==> src/rtl/lcd_pkg.sv <==
// Shared types and constants for the character-LCD write controller.
package lcd_pkg;

    // StInit is reachable only when LCD_INIT_SEQ_EN is defined.
    typedef enum logic [2:0] {
        StIdle,
        StSetup,
        StPulse,
        StHold,
        StWait,
        StInit
    } lcd_state_e;

    // Bit positions within the 32-bit LCD word.
    localparam int unsigned ON_BIT   = 31;
    localparam int unsigned RS_BIT   = 10;
    localparam int unsigned DATA_MSB = 7;
    localparam int unsigned DATA_LSB = 0;

    localparam logic [7:0] CMD_CLEAR = 8'h01;
    localparam logic [7:0] CMD_HOME  = 8'h02;

    // Power-up sequence: function set, display on, clear, entry mode (index 0 first).
    localparam int unsigned INIT_LEN = 4;
    localparam logic [INIT_LEN-1:0][7:0] INIT_ROM = {8'h06, 8'h01, 8'h0C, 8'h38};

    function automatic int unsigned max5(input int unsigned a, input int unsigned b,
                                         input int unsigned c, input int unsigned d,
                                         input int unsigned e);
        int unsigned m;
        m = a;
        if (b > m) m = b;
        if (c > m) m = c;
        if (d > m) m = d;
        if (e > m) m = e;
        return m;
    endfunction

    // Clear and home (0x03 also decodes as home) need the long execution wait.
    function automatic logic is_long_cmd(input logic rs, input logic [7:0] data);
        return !rs && (data == CMD_CLEAR || data == CMD_HOME || data == 8'h03);
    endfunction

endpackage

==> src/rtl/lcd_timer.sv <==
// Loadable down-counter that stops at zero; used for every state duration.
module lcd_timer #(
    parameter int unsigned WIDTH = 8
) (
    input  logic             i_clk,
    input  logic             i_rst,
    input  logic             i_load,
    input  logic [WIDTH-1:0] i_load_val,
    output logic [WIDTH-1:0] o_value,
    output logic             o_done
);

    logic [WIDTH-1:0] cnt_q;

    // Load on state entry, otherwise count down and hold at zero.
    always_ff @(posedge i_clk or posedge i_rst) begin
        if (i_rst) begin
            cnt_q <= '0;
        end else if (i_load) begin
            cnt_q <= i_load_val;
        end else if (cnt_q != '0) begin
            cnt_q <= cnt_q - 1'b1;
        end
    end

    assign o_value = cnt_q;
    assign o_done  = (cnt_q == '0);

endmodule

==> src/rtl/lcd_ctrl.sv <==
// HD44780-style LCD bus writer: setup, EN pulse, hold, execution wait per word.
// Define LCD_INIT_SEQ_EN to run the built-in power-up command sequence after reset.
module lcd_ctrl
    import lcd_pkg::*;
#(
    parameter int unsigned SETUP_CYC   = 4,
    parameter int unsigned EN_HIGH_CYC = 12,
    parameter int unsigned HOLD_CYC    = 2,
    parameter int unsigned EXEC_CYC    = 2000,
    parameter int unsigned CLEAR_CYC   = 82000
) (
    input  logic        i_clk,
    input  logic        i_rst,
    input  logic        i_wr_valid,
    input  logic [31:0] i_lcd_word,
    output logic        o_wr_ready,
    output logic        o_busy,
    output logic        o_lcd_on,
    output logic        o_lcd_rs,
    output logic        o_lcd_rw,
    output logic        o_lcd_en,
    output logic [7:0]  o_lcd_data
);

    localparam int unsigned CNT_W =
        $clog2(max5(SETUP_CYC, EN_HIGH_CYC, HOLD_CYC, EXEC_CYC, CLEAR_CYC) + 1);

    lcd_state_e       state_q, state_d;
    logic             on_q, on_d;
    logic             rs_q, rs_d;
    logic [7:0]       data_q, data_d;
    logic             ready_q, en_q, busy_q;
    logic             tmr_load;
    logic [CNT_W-1:0] tmr_val;
    logic [CNT_W-1:0] tmr_value;
    logic             tmr_done;
    logic             accept;
    logic             unused_bits;

    assign unused_bits = ^{i_lcd_word[30:11], i_lcd_word[9:8], tmr_value};
    assign accept      = i_wr_valid && ready_q;

`ifdef LCD_INIT_SEQ_EN
    logic       init_act_q, init_act_d;
    logic [1:0] init_idx_q, init_idx_d;
    localparam lcd_state_e RESET_STATE = StInit;
`else
    localparam lcd_state_e RESET_STATE = StIdle;
`endif

    lcd_timer #(
        .WIDTH(CNT_W)
    ) u_timer (
        .i_clk     (i_clk),
        .i_rst     (i_rst),
        .i_load    (tmr_load),
        .i_load_val(tmr_val),
        .o_value   (tmr_value),
        .o_done    (tmr_done)
    );

    // Next-state, latched bus values and timer load for each state entry.
    always_comb begin
        state_d  = state_q;
        on_d     = on_q;
        rs_d     = rs_q;
        data_d   = data_q;
        tmr_load = 1'b0;
        tmr_val  = '0;
`ifdef LCD_INIT_SEQ_EN
        init_act_d = init_act_q;
        init_idx_d = init_idx_q;
`endif
        case (state_q)
            StIdle: begin
                if (accept) begin
                    on_d = i_lcd_word[ON_BIT];
                    if (i_lcd_word[ON_BIT]) begin
                        rs_d     = i_lcd_word[RS_BIT];
                        data_d   = i_lcd_word[DATA_MSB:DATA_LSB];
                        state_d  = StSetup;
                        tmr_load = 1'b1;
                        tmr_val  = CNT_W'(SETUP_CYC - 1);
                    end
                end
            end
            StSetup: begin
                if (tmr_done) begin
                    state_d  = StPulse;
                    tmr_load = 1'b1;
                    tmr_val  = CNT_W'(EN_HIGH_CYC - 1);
                end
            end
            StPulse: begin
                if (tmr_done) begin
                    state_d  = StHold;
                    tmr_load = 1'b1;
                    tmr_val  = CNT_W'(HOLD_CYC - 1);
                end
            end
            StHold: begin
                if (tmr_done) begin
                    state_d  = StWait;
                    tmr_load = 1'b1;
                    tmr_val  = is_long_cmd(rs_q, data_q) ? CNT_W'(CLEAR_CYC - 1)
                                                         : CNT_W'(EXEC_CYC - 1);
                end
            end
            StWait: begin
                if (tmr_done) begin
                    state_d = StIdle;
`ifdef LCD_INIT_SEQ_EN
                    if (init_act_q) begin
                        if (init_idx_q == 2'(INIT_LEN - 1)) begin
                            init_act_d = 1'b0;
                        end else begin
                            init_idx_d = init_idx_q + 1'b1;
                            state_d    = StInit;
                        end
                    end
`endif
                end
            end
`ifdef LCD_INIT_SEQ_EN
            StInit: begin
                on_d     = 1'b1;
                rs_d     = 1'b0;
                data_d   = INIT_ROM[init_idx_q];
                state_d  = StSetup;
                tmr_load = 1'b1;
                tmr_val  = CNT_W'(SETUP_CYC - 1);
            end
`endif
            default: state_d = StIdle;
        endcase
    end

    // State and registered outputs; outputs follow state_d so they change with the state.
    always_ff @(posedge i_clk or posedge i_rst) begin
        if (i_rst) begin
            state_q <= RESET_STATE;
            on_q    <= 1'b0;
            rs_q    <= 1'b0;
            data_q  <= 8'h00;
            ready_q <= 1'b0;
            en_q    <= 1'b0;
            busy_q  <= 1'b0;
        end else begin
            state_q <= state_d;
            on_q    <= on_d;
            rs_q    <= rs_d;
            data_q  <= data_d;
            ready_q <= (state_d == StIdle);
            en_q    <= (state_d == StPulse);
            busy_q  <= (state_d != StIdle);
        end
    end

`ifdef LCD_INIT_SEQ_EN
    // Power-up sequence progress.
    always_ff @(posedge i_clk or posedge i_rst) begin
        if (i_rst) begin
            init_act_q <= 1'b1;
            init_idx_q <= 2'd0;
        end else begin
            init_act_q <= init_act_d;
            init_idx_q <= init_idx_d;
        end
    end
`endif

    assign o_wr_ready = ready_q;
    assign o_busy     = busy_q;
    assign o_lcd_on   = on_q;
    assign o_lcd_rs   = rs_q;
    assign o_lcd_rw   = 1'b0;
    assign o_lcd_en   = en_q;
    assign o_lcd_data = data_q;

endmodule

==> config.mk <==
export PLATFORM = sky130hd
export DESIGN_NAME = lcd_ctrl
export DESIGN_NICKNAME = d
export VERILOG_FILES = /design/src/rtl/lcd_pkg.sv /design/src/rtl/lcd_timer.sv /design/src/rtl/lcd_ctrl.sv
export SDC_FILE = /design/constraint.sdc
export NUM_CORES = 1
export LEC_CHECK = 0
export CAP_MARGIN = 5
export CORE_MARGIN = 2
export CORE_UTILIZATION = 33
export DETAILED_ROUTE_END_ITERATION = 7
export GPL_ROUTABILITY_DRIVEN = 0
export SYNTH_ARGS = -nofsm -noshare
export SYNTH_HDL_FRONTEND = slang
export SYNTH_SLANG_ARGS = --single-unit
==> constraint.sdc <==
create_clock -name i_clk -period 2.15 [get_ports i_clk]
set_input_delay 0.43 -clock i_clk [delete_from_list [all_inputs] [get_ports i_clk]]
set_output_delay 0.43 -clock i_clk [all_outputs]
set_load 0.01 [all_outputs]
== Yosys cells after proc, flatten, opt, wreduce, memory -nomap -nowiden ==
Cells that the tools add are included.

* Memories kept: 0
* Word-level logic and storage cells: 51
* Bits in read-only memories: 0
* Latch bits: 0
* Input port bits: 35
* Bits in registers: 33
* Output and inout bits: 14
* Bits in writable memories: 0

* Equality and inequality tests: 8
* Order comparisons: 0
* Muxes and demuxes: 20
* Add/sub/neg operators: 1
* Reductions and logical operators: 14
* Div/mod/pow operators: 0
* $mul: 0
* Shifts and indexed selects: 0
* Bitwise operators: 0

{| class="wikitable"
|+ Operators with widths
! operator !! number
|-
| $mux 17 || 4
|-
| $pmux 17 s4 || 1
|-
| $mux 3 || 6
|-
| $logic_not 17->1 || 1
|-
| $reduce_bool 17->1 || 1
|-
| $sub 17x1->17 const B || 1
|-
| $eq 8x2->1 const B || 2
|-
| $pmux 3 s5 || 1
|-
| $eq 3x2->1 const B || 3
|-
| $eq 8x1->1 const B || 1
|-
| $logic_not 3->1 || 2
|-
| $mux 1 || 4
|-
| $mux 2 || 2
|-
| $mux 4 || 1
|-
| $eq 3x1->1 const B || 1
|-
| $eq 3x3->1 const B || 1
|-
| $reduce_and 3->1 || 1
|-
| $reduce_bool 3->1 || 1
|-
| $reduce_or 3->1 || 1
|-
| $logic_and 1x1->1 || 2
|-
| $logic_or 1x1->1 || 2
|-
| $pmux 1 s2 || 1
|-
| $reduce_and 2->1 || 1
|-
| $reduce_bool 2->1 || 1
|-
| $logic_not 1->1 || 1
|}

== Longest topological paths before layout ==
* Depth after elaboration: 8
* Gate-level depth with buffers: 8
* Gate-level depth less buffers: 6

== Modules after synthesis ==
Synthesis repeated with hierarchy kept, for this count alone.

* Cells, all modules: 174
* Area total of the unflattened synthesis: 1823.0 µm²

{| class="wikitable"
|+ By module, submodules not included
! module !! cells an instance !! times used !! area each (µm²) !! seq. area each (µm²)
|-
| lcd_timer || 109 || 1 || 1062.3 || 425.4
|-
| lcd_ctrl || 65 || 1 || 760.7 || 400.4
|}

== Worst setup path after synthesis ==
Ideal clock, no wire load.

* Path kind: reg2reg
* Start: register u_timer.cnt_q[0] (netlist: u_timer.o_value[0])
* End: register u_timer.cnt_q[12] (netlist: u_timer.o_value[12])
* Slack: 294 ps
* Cell stages (with the launch flop): 7
* Path buffers: 0
* Arrival: 1777 ps
* Data required time: 2071 ps
* Setup time: 79 ps
* Clock period less this slack: 1856 ps
* Cells stage by stage: dfrtp_1 > inv_1 > ha_1 > nor3b_1 > nand3_1 > a2111oi_2 > mux2i_1

* Word-level cells in the longest chain between the ends: 4
* Elaborated cells between the ends (all ways): 10
* Classes of those cells: add/sub: 1; mux: 6; reduce/logical: 3

{| class="wikitable"
|+ Ends and longest elaborated chain
! item !! line !! RTL
|-
| from (decl) || lcd_timer.sv:13 || <nowiki>logic [WIDTH-1:0] cnt_q;</nowiki>
|-
| from (signal assigned) || lcd_timer.sv:20 || <nowiki>cnt_q <= i_load_val;</nowiki>
|-
| from (signal assigned) || lcd_timer.sv:22 || <nowiki>cnt_q <= cnt_q - 1'b1;</nowiki>
|-
| branches (longest 4 deep; another with $sub 17x1->17) || n/a ||
|}

Several ways; the timed one is not identified. The select of a mux whose other input is x is not followed.
A chain may end at the register's enable or synchronous reset.

== Final worst setup path ==
* Start: register u_timer.cnt_q[5] (netlist: u_timer.o_value[5])
* End: register u_timer.cnt_q[9] (netlist: u_timer.o_value[9])

The elaborated chain is that of the path after synthesis.

==> impl_metrics.env <==
export IMPL_status="finished, final reports clean"
export IMPL_critPathSlowestCell="or4b_1"
export IMPL_fin_tns_setup_ns=0
export IMPL_initial_utilization=0.344
export IMPL_ant_nets=0
export IMPL_worstSetupPathType="register to register"
export IMPL_wl_per_cell_um=13.9
export IMPL_synth_edf_count=0
export IMPL_yosys_warnings=0
export IMPL_async_reset_ff_frac=1.00
export IMPL_path_max_fanout=7
export IMPL_cts_root_buf="clkbuf_8"
export IMPL_syn_avg_cell_area_sq_um=9.26
export IMPL_drive_gt1_frac=0.162
export IMPL_num_fill_cells=522
export IMPL_final_nets=264
export IMPL_grt_overflow_total=0
export IMPL_hpwl_um=3030
export IMPL_drv_slew=0
export IMPL_clk_pin_slew_ns=0.07
export IMPL_clk_insertion_delay_late_ns=0.29
export IMPL_gr_max_usage_layer="met2"
export IMPL_synth_nets=228
export IMPL_grt_start_max_net_pins=34
export IMPL_viasPerCell=5.06
export IMPL_met2_usage=0.239
export IMPL_vias=1507
export IMPL_cts_made_buffers=5
export IMPL_routed_wl_um=4150
export IMPL_skew_ns=0.00388
export IMPL_fmax_mhz=507
export IMPL_ys_flop_type="dfrtp_1"
export IMPL_dp_cells=290
export IMPL_placed_area_sq_um=2180
export IMPL_relSlewSlack=0.648
export IMPL_clk_path_buf_depth=2
export IMPL_die_y_um=77.2
export IMPL_hold_path_class="register to register"
export IMPL_setup_viol=0
export IMPL_cts_tree="yes"
export IMPL_grtUsageMet3=0.0471
export IMPL_cts_setup_buffers=0
export IMPL_required_ns=2.35
export IMPL_cap_violations=0
export IMPL_start_kind="register"
export IMPL_route_detailed_drc=0
export IMPL_core_area_sq_um=5140
export IMPL_irDropWorstVdd_mv=0.313
export IMPL_ys_seq_area_frac=0.467
export IMPL_synthTopCellsByArea="dfrtp_1 47%, nand2_1 8.1%, o21ai_0 4.0%"
export IMPL_tightest_slew_ns=0.521
export IMPL_pin_count=49
export IMPL_die_w_um=77.2
export IMPL_endpoint_kind="register"
export IMPL_synth_top_area_frac=0.467
export IMPL_synth_top_area_cell="dfrtp_1"
export IMPL_postSynthCellCount=191
export IMPL_hold_ws_ns=0.476
export IMPL_final_common_cell="nand2_1"
export IMPL_ctsHtreeMaxLevel=2
export IMPL_stdcell_count=298
export IMPL_area_delta_synth_final_pct=28.2
export IMPL_mappedNetlistArea_sq_um=1770
export IMPL_grt_total_usage=0.150
export IMPL_initialDrtViolationCount=118
export IMPL_rsz0062_at_grt="no"
export IMPL_holdBufCountCts=0
export IMPL_cp_arrival_ns=2.17
export IMPL_synth_distinct_cells=45
export IMPL_antenna_found_initial=0
export IMPL_final_cell_mix="38 x nand2_1, 33 x dfrtp_1, 25 x clkdlybuf4s50_1"
export IMPL_hold_viol=0
export IMPL_fin_crit_ns=1.97
export IMPL_grt_pass1_wl_um=7090
export IMPL_drt_first_pass_iters=4
export IMPL_p_per_area_nw_per_um2=489
export IMPL_die_area_sq_um=5960
export IMPL_p_leak_nw=0.911
export IMPL_port_buffers=25
export IMPL_power_mw=1.11
export IMPL_rows=26
export IMPL_crit_chain="nor4_4, nand3_2, or4b_1, o21ai_0"
export IMPL_design_area_sq_um=2270
export IMPL_synth_seq_cells=33
export IMPL_fin_crit_sh=0.917
export IMPL_grt_use_met1=0.197
export IMPL_diodes=0
export IMPL_clock_sinks=33
export IMPL_crit_path_max_incr_delay_ns=0.66
export IMPL_r2r_slack_ns=0.18
export IMPL_grt_pass1_vias=1499
-- power breakdown --
| group | internal [mW] | leakage [nW] | switching (mW) |
|---|---|---|---|
| combinational | 0.0204 | 0.477 | 0.0163 |
| sequential | 0.621 | 0.389 | 0 |
| clock | 0.224 | 0.0450 | 0.227 |
-- synthesized netlist by cell type (2+ instances only) --
master    count
nand2_1      38
o21ai_1       2
nor4b_1       3
and3_1        2
a311o_1       3
buf_4         2
ha_1          2
o21ai_0      14
nor3b_1       2
a21oi_1       3
a31oi_1       3
a211oi_1      2
clkbuf_1      8
a31o_2        4
buf_2         5
nor4_1        3
nand3_1       5
nand4_1       4
nor2_1        7
nor3_1        5
mux2i_1       4
xor2_1        3
or4_1         3
inv_1         4
nor2b_1       2
o31ai_1       3
xnor2_1       5
dfrtp_1      33
-- timing repair --
| item | in CTS | in global routing |
|---|---|---|
| hold endpoints to repair | 0 | 0 |
| gates resized for setup | 0 | 2 |
| endpoints found under the setup margin | 0 | 4 |
-- flip-flops by register name, indices dropped and copies added, names as in the netlist --
register,flops
u_timer.o_value,17
o_lcd_en,1
o_lcd_data,8
o_lcd_on,1
o_wr_ready,1
o_busy,1
state_q,3
o_lcd_rs,1
-- kinds of logic (layout without fill, tap and decap cells) --
group | after synthesis | count (layout) | share of synthesized area
other | 1 | 1 | 0.00212
DFF | 33 | 33 | 0.467
adders and majority gates | 2 | 2 | 0.0141
AOI/OAI and AO/OA | 42 | 42 | 0.163
and+or+nand+nor | 82 | 82 | 0.243
muxes | 4 | 4 | 0.0226
buffers and inverters | 19 | 56 | 0.0481
xor gates and xnor gates | 8 | 8 | 0.0396
-- final timing paths --
check                              startpoint                   to  cells past startpoint
min in group asynchronous               i_rst        o_lcd_data[4]                      3
max reg2reg                u_timer.o_value[5]   u_timer.o_value[9]                      4
min                                  o_lcd_on             o_lcd_on                      2
max in group asynchronous               i_rst  u_timer.o_value[15]                      3
min reg2reg                          o_lcd_on             o_lcd_on                      2
max                        u_timer.o_value[5]   u_timer.o_value[9]                      4
-- worst max-delay path: cells and delay by family (launching register included) --
family	cells	cell delay, ns
simple gates	3	1.29
flops	1	0.45
compound gates	1	0.14
-- per-stage QoR --
step / util / setup slack (ns)
after floorplan: - / 0.294
after global placement: 0.424 / 0.109
after detailed placement: 0.424 / 0.0989
after CTS: 0.440 / 0.0792
after global routing: 0.441 / 0.0320
final: 0.441 / 0.179
-- final cells by class --
cell class	count	area, sq um	share of cell area
multi-input combinational	139	865	0.381
sequential	33	826	0.364
timing repair buffer	44	393	0.173
tap	70	87.6	0.0386
clock buffer	6	72.6	0.0320
inverter	4	15.0	0.00662
clock inverter	2	10.0	0.00441
-- layer usage --
metal  routed length [um]  share of wire
met5                    0              0
met1                 2000           0.48
met4                   31         0.0075
met2                 1910           0.46
met3                  198          0.048
Note: power is estimated with default switching activity, not from simulation.
